## src/rtl/piso_sipo_pkg.sv

```systemverilog
// Shared definitions for the PISO/SIPO serial link: FSM state type,
// default word width and the frame-bit counter width helper.
package piso_sipo_pkg;

    // Default data word width, common to both ends of the link.
    localparam int DATA_W = 8;

    typedef enum logic {
        IDLE  = 1'b0,
        SHIFT = 1'b1
    } piso_state_e;

    // Counter wide enough for WIDTH data bits plus an optional parity bit.
    function automatic int cnt_width(input int width);
        return $clog2(width + 2);
    endfunction

endpackage

```

## src/rtl/piso_bit_counter.sv

```systemverilog
// Frame-bit counter for the PISO transmitter. Counts 0..FRAME_LEN-1 while
// enabled, returns to 0 after the last bit, and can be cleared at any time
// when a new word is loaded. last_o flags the final bit of the frame.
module piso_bit_counter
    import piso_sipo_pkg::*;
#(
    parameter int FRAME_LEN = DATA_W,
    parameter int CW        = cnt_width(DATA_W)
) (
    input  logic          clk,
    input  logic          rst,
    input  logic          clr_i,
    input  logic          inc_i,
    output logic [CW-1:0] cnt_o,
    output logic          last_o
);

    localparam logic [CW-1:0] LAST_IDX = CW'(FRAME_LEN - 1);

    logic [CW-1:0] cnt_q;
    logic [CW-1:0] cnt_d;

    assign last_o = (cnt_q == LAST_IDX);
    assign cnt_o  = cnt_q;

    // Next count: clear on load, wrap to 0 after the last bit, never count past it.
    always_comb begin
        cnt_d = cnt_q;
        if (clr_i) begin
            cnt_d = '0;
        end else if (inc_i) begin
            cnt_d = last_o ? '0 : (cnt_q + CW'(1));
        end
    end

    // Count register with synchronous reset.
    always_ff @(posedge clk) begin
        if (rst) begin
            cnt_q <= '0;
        end else begin
            cnt_q <= cnt_d;
        end
    end

endmodule

```

## src/rtl/piso_serializer.sv

```systemverilog
// Parallel-in serial-out transmitter. Accepts a WIDTH-bit word on a
// valid/ready handshake and sends it one bit per clock on serial_out with
// serial_valid / frame_start strobes. A word offered during the last bit
// cycle is loaded immediately so back-to-back frames have no idle gap.
// Optional build macro PISO_PARITY_EN appends an even-parity bit to every
// frame (frame length WIDTH+1).
module piso_serializer
    import piso_sipo_pkg::*;
#(
    parameter int WIDTH     = DATA_W,
    parameter int MSB_FIRST = 1
) (
    input  logic             clk,
    input  logic             rst,
    input  logic [WIDTH-1:0] parallel_in,
    input  logic             in_valid,
    output logic             in_ready,
    output logic             serial_out,
    output logic             serial_valid,
    output logic             frame_start,
    output logic             busy
);

`ifdef PISO_PARITY_EN
    localparam int FRAME_LEN = WIDTH + 1;
`else
    localparam int FRAME_LEN = WIDTH;
`endif
    localparam int CW = cnt_width(WIDTH);

    piso_state_e      state_q;
    logic [WIDTH-1:0] shreg_q;
    logic [WIDTH-1:0] shreg_d;
    logic             serial_out_q;
    logic             serial_valid_q;
    logic             frame_start_q;
    logic             busy_q;
    logic             out_bit_d;
    logic [CW-1:0]    bit_cnt;
    logic             last_bit;
    logic             accept;
`ifdef PISO_PARITY_EN
    logic             parity_q;
`endif

    // Ready in IDLE, or in SHIFT while the final bit of the frame is going out.
    assign in_ready = !rst && ((state_q == IDLE) || ((state_q == SHIFT) && last_bit));
    assign accept   = in_valid && in_ready;

    assign serial_out   = serial_out_q;
    assign serial_valid = serial_valid_q;
    assign frame_start  = frame_start_q;
    assign busy         = busy_q;

    piso_bit_counter #(
        .FRAME_LEN (FRAME_LEN),
        .CW        (CW)
    ) u_bit_counter (
        .clk    (clk),
        .rst    (rst),
        .clr_i  (accept),
        .inc_i  (state_q == SHIFT),
        .cnt_o  (bit_cnt),
        .last_o (last_bit)
    );

    // Select the outgoing bit and the shifted register image (zero fill).
    always_comb begin
        if (MSB_FIRST != 0) begin
            out_bit_d = shreg_q[WIDTH-1];
            shreg_d   = shreg_q << 1;
        end else begin
            out_bit_d = shreg_q[0];
            shreg_d   = shreg_q >> 1;
        end
`ifdef PISO_PARITY_EN
        // Data bits are exhausted; the trailing bit is the stored parity.
        if (bit_cnt == CW'(WIDTH)) begin
            out_bit_d = parity_q;
        end
`endif
    end

    // Transmit FSM with registered serial outputs.
    always_ff @(posedge clk) begin
        if (rst) begin
            state_q        <= IDLE;
            shreg_q        <= '0;
            serial_out_q   <= 1'b0;
            serial_valid_q <= 1'b0;
            frame_start_q  <= 1'b0;
            busy_q         <= 1'b0;
`ifdef PISO_PARITY_EN
            parity_q       <= 1'b0;
`endif
        end else begin
            case (state_q)
                IDLE: begin
                    serial_out_q   <= 1'b0;
                    serial_valid_q <= 1'b0;
                    frame_start_q  <= 1'b0;
                    busy_q         <= 1'b0;
                    if (accept) begin
                        shreg_q <= parallel_in;
`ifdef PISO_PARITY_EN
                        parity_q <= ^parallel_in;
`endif
                        state_q <= SHIFT;
                    end
                end
                SHIFT: begin
                    serial_out_q   <= out_bit_d;
                    serial_valid_q <= 1'b1;
                    frame_start_q  <= (bit_cnt == '0);
                    busy_q         <= 1'b1;
                    shreg_q        <= shreg_d;
                    if (last_bit) begin
                        if (accept) begin
                            // Reload so the next frame follows without a gap.
                            shreg_q <= parallel_in;
`ifdef PISO_PARITY_EN
                            parity_q <= ^parallel_in;
`endif
                        end else begin
                            state_q <= IDLE;
                        end
                    end
                end
                default: state_q <= IDLE;
            endcase
        end
    end

endmodule

```

## config.mk

```make
export PLATFORM = sky130hd
export DESIGN_NAME = piso_serializer
export DESIGN_NICKNAME = d
export VERILOG_FILES = /design/src/rtl/piso_sipo_pkg.sv /design/src/rtl/piso_bit_counter.sv /design/src/rtl/piso_serializer.sv
export SDC_FILE = /design/constraint.sdc
export NUM_CORES = 1
export LEC_CHECK = 0
export CORE_MARGIN = 5
export CORE_UTILIZATION = 38
export DETAILED_ROUTE_END_ITERATION = 8
export GPL_TIMING_DRIVEN = 1
export SETUP_SLACK_MARGIN = 0.05
export SLEW_MARGIN = 0
export SYNTH_ARGS = -nofsm -noshare
export SYNTH_HDL_FRONTEND = slang
export SYNTH_SLANG_ARGS = --single-unit
```

## constraint.sdc

```tcl
create_clock -name clk -period 1.65 [get_ports clk]
set_clock_uncertainty 0.05 [all_clocks]
set_input_delay 0.33 -clock clk [delete_from_list [all_inputs] [get_ports clk]]
set_output_delay 0.33 -clock clk [all_outputs]
set_load 0.02 [all_outputs]
```

; ---- Word-level counts from Yosys, hierarchy flattened
; Cells that the tools add are included.
[classes]
n_mul = 0
n_reduce_logical = 7
muxes = 11
n_addsub = 1
div_mod_pow = 0
n_lt_le_gt_ge = 0
shift = 0
eq_ne = 2
n_bitwise = 1
[op_table]
columns = cell, count
row1 = 8-bit 2-to-1 mux, 3
row2 = 8-bit case mux with 2 select lines, 1
row3 = 1-bit case mux with 2 select lines, 4
row4 = "4-bit by 1-bit adder with 4-bit output, second input constant", 1
row5 = "4-bit by 3-bit == test with 1-bit output, second input constant", 1
row6 = 4-bit logical NOT, 1
row7 = 4-bit 2-to-1 mux, 1
row8 = 1-bit logical AND, 3
row9 = 1-bit 2-to-1 mux, 2
row10 = "2-bit inequality test, second input constant", 1
row11 = 2-bit OR reduction, 1
row12 = 1-bit logical NOT, 1
row13 = 1-bit logical OR, 1
row14 = 1-bit NOT, 1
[word_totals]
reg_bits = 16
latch_bits = 0
out_inout_bits = 5
ram_bits = 0
wordCells = 28
mem_bits_ro = 0
n_memories = 0

; ---- Logic depth before layout (Yosys ltp)
[logic_depth]
depth_word = 8
ltp_mapped = 5

; ---- Hierarchy
; Synthesis repeated with hierarchy kept, for this count alone.
[hier_totals]
hier_cells = 72
area_unflattened_um2 = 732.0
[by_module_without_submodules]
columns = mod, n_inst, seq_area_each_um2, cells_each, area_each_um2
row1 = piso_serializer, 1, 240.2, 52, 548.0
row2 = piso_bit_counter, 1, 80.1, 20, 183.9

; ---- Least setup slack after synthesis
; Ideal clock, no wire load.
[synth_path]
kind = reg-to-output
startpoint = reg u_bit_counter.cnt_q[1] (netlist: u_bit_counter.cnt_o[1])
endpoint = out in_ready
t_arrival_ns = 1.070
setup_slack_ns = 0.200
required_time_ns = 1.270
path_stages_with_launch = 4
path_cell_list = dfxtp_1 ha_1 nand3b_1 a21oi_1
[synth_via]
elab_chain_cells = 4
[synth_rtl]
columns = element, line
row1 = from (decl), piso_bit_counter.sv:20  ; logic [CW-1:0] cnt_q;
row2 = from (signal assigned), piso_bit_counter.sv:41  ; cnt_q <= cnt_d;
row3 = 4-bit by 3-bit == test with 1-bit output, piso_bit_counter.sv:23  ; assign last_o = (cnt_q == LAST_IDX);
row4 = 1-bit logical AND, piso_serializer.sv:47  ; assign in_ready = !rst && ((state_q == IDLE) || ((state_q == SHIFT) && last_bit));
row5 = 1-bit logical OR, piso_serializer.sv:47
row6 = 1-bit logical AND, piso_serializer.sv:47
row7 = to (decl), piso_serializer.sv:17  ; output logic in_ready,
; Every way passes these cells.

; ---- Worst setup path after layout
; Ends and elaborated chain as after synthesis.

==> run_results.csv <==
group,metric,value,unit
status,run_status,"complete, no violations",
sta,rsz0062_at_grt,"yes",
grt,antenna_found_initial,0,
sta,finalCritPeriodShare,95.1,%
sta,relSlewSlack,77.3,%
logic_synthesis,synth_fp_nets,87,
pwr,power_leakage,0.465,nW
grt,grt_max_degree,16,
grt,first_global_vias,658,
floorplan,die_height,55,um
critical_path,required,1.27,ns
critical_path,reg2reg_slack,0.17,ns
layout,nets,112,
critical_path,crit_fanout,2,
min_path,hold_path_class,"flop to flop",
logic_synthesis,syn-cell-area,769,um^2
critical_path,reg2reg_to,"shreg_q[7]$_SDFFE_PP0P_",
detailed_routing,wl_per_cell,12.9,um
logic_synthesis,seq_area_frac_synth,41.6,%
cts,path_clk_slew,0.10,ns
sta,setup_viol,0,
floorplan,initial_core_util,39.6,%
logic_synthesis,synthDistinctLibCells,25,
cts,cts_buffer_depth,2,
min_path,hold_start,"shreg_q[7]$_SDFFE_PP0P_",
floorplan,die_area,3030,um^2
critical_path,reg2reg_from,"u_bit_counter.cnt_o[1]$_SDFFE_PP0P_",
critical_path,critPathKind,"flop to primary output",
critical_path,end_kind,"primary output",
floorplan,core_area,1940,um^2
logic_synthesis,synth_area_per_cell,10.4,um^2
place,port_buffers,15,
logic_synthesis,synth_top_area_share,41.6,%
place,gp_congestion,0.838,
grt,grt_pass1_wl,2.84,mm
sta,report.final.hold_viol_count,0,
job,maxCapViolCount,0,
detailed_routing,initialDrtViolationCount,11,
cts,cts-root-buf,"clkbuf_4",
critical_path,ff2ff_path_depth,5,
floorplan,die_w,55,um
logic_synthesis,yosys.area.top_type,"dfxtp_1",
detailed_routing,drc,0,
cts,numCtsBuffers,3,
grt,track_usage,12.8,%
cts,post_cts_buffers,0,
floorplan,pin_count,16,
critical_path,startpoint_type,"flop",
place,postPlaceCellArea,980,um^2
cts,clk_latency,0.28,ns
layout,drive_gt1_share,30.6,%
detailed_routing,drt-total-wl,1.61,mm
place,hpwl,1.16,mm
min_path,hold-path-endpoint,"serial_out$_SDFF_PP0_",
pwr,p_per_area,795,nW/um^2
floorplan,num_rows,16,
pwr,power,0.000825,W
layout,diodes,0,
sta,max_freq,637,MHz
layout,layout_common_cells,"dfxtp_1, buf_4, clkdlybuf4s50_1",
layout,final_common_cell,"dfxtp_1",
logic_synthesis,synth-seq-cells,16,
cts,clock_sinks,16,
sta,worst_slew_pin_slew,0.340,ns
place,place_ws,-0.276,ns
detailed_routing,firstDrtPassIters,2,
pwr,ir_worst_vdd,0.500,mV
layout,fin_area,1040,um^2
detailed_routing,vias_per_cell,5.13,
detailed_routing,vias,641,
cts,tritoncts,"done",
logic_synthesis,yosysWarnings,0,
critical_path,crit_arrival,1.19,ns
detailed_routing,ant_nets,0,
grt,grt.overflow.total,0,
layout,area_delta_synth_final,35.0,%
logic_synthesis,syn_inst,74,
sta,period_needed,1.57,ns
logic_synthesis,synthTopCellsByArea,"dfxtp_1, mux2i_1, o221a_2, a21oi_1, buf_6",
min_path,hold_depth,1,
sta,worst_hold_slack,0.423,ns
cts,htreeDepth,1,
sta,setup_slack,0.0808,ns
sta,report.final.slew_viol_count,0,
-- critical path: stages (launching register included) --
cell and delay (ns):
dfxtp_2 0.36, ha_4 0.13, nand3b_1 0.11, a21oi_2 0.16
buf_4 0.15
-- synth_stat cells, drive strengths merged --
cell / count
and3b: 1
dfxtp: 16
a31oi: 1
or3: 1
a32oi: 1
mux2: 1
a221oi: 1
nor2: 5
nand2: 2
a21oi: 10
inv: 4
mux2i: 8
ha: 2
o21ai: 1
nand4: 1
a211oi: 1
nor3b: 2
o221a: 7
buf: 5
nand3b: 1
and3: 1
xor2: 1
and2: 1
-- registers in the layout, indices dropped and copies added (netlist names) --
signal,cells
state_q,1
shreg_q,8
frame_start,1
serial_out,1
u_bit_counter.cnt_o,4
busy,1
-- final cells by class --
type	count	area [um^2]
multi-input cells	49	402
well taps	27	33.8
inverters	4	15.0
fillers	192	903
repair buffers	25	229
clock buffers	4	36.3
flip-flops and latches	16	323
-- worst max-delay path by stage --
stage / startpoint / endpoint / slack, ns / cells past startpoint
2_1_floorplan: u_bit_counter.cnt_o[1]$_SDFFE_PP0P_ / in_ready / 0.20 / 3
3_3_place_gp: rst / in_ready / -0.26 / 3
3_5_place_dp: rst / in_ready / -0.28 / 3
4_1_cts: u_bit_counter.cnt_o[1]$_SDFFE_PP0P_ / in_ready / 0.05 / 4
5_1_grt: u_bit_counter.cnt_o[1]$_SDFFE_PP0P_ / in_ready / 0.006 / 4
6_report: u_bit_counter.cnt_o[1]$_SDFFE_PP0P_ / in_ready / 0.08 / 4
-- logic make-up after synthesis --
kind of cell             after synthesis  synth area share (%)
AO/OA/AOI/OAI                         22                  22.8
XOR/XNOR                               1                  1.14
adder cells (fa/ha/maj)                2                  3.25
buffers and inverters                  9                  8.29
flip-flops                            16                  41.6
multiplexers                           9                  11.9
AND/OR/NAND/NOR                       15                  11.1
-- layer usage --
layer,up-vias,track usage (%),share of wire (%)
met2,10,22.8,48
met1,300,15.9,48
met5,-,0,0
li1,329,-,-
met3,2,1.61,3.2
met4,0,3.64,0.81
-- timing repair --
item	in CTS	in global routing
gates cloned	0	0
hold buffers	0	0
pin swaps	1	3
resized for setup	8	6
setup endpoints to repair	3	11
-- power by group --
| group | switching (W) | internal, W | total, W |
|---|---|---|---|
| clock network | 0.000127 | 0.000134 | 0.000261 |
| registers | 0.0000144 | 0.000409 | 0.000423 |
| logic | 0.0000657 | 0.0000757 | 0.000141 |
| total | 0.000207 | 0.000618 | 0.000825 |
-- through the flow --
step | instances | setup TNS [ns] | util, %
after global routing | 125 | 0 | 53.5
after floorplan | 74 | 0 | -
after detailed placement | 121 | -0.276 | 50.5
after global placement | 121 | -0.264 | 50.5
after CTS | 125 | 0 | 52.4
final | 125 | 0 | 53.5
(Power assumes the default switching activity.)
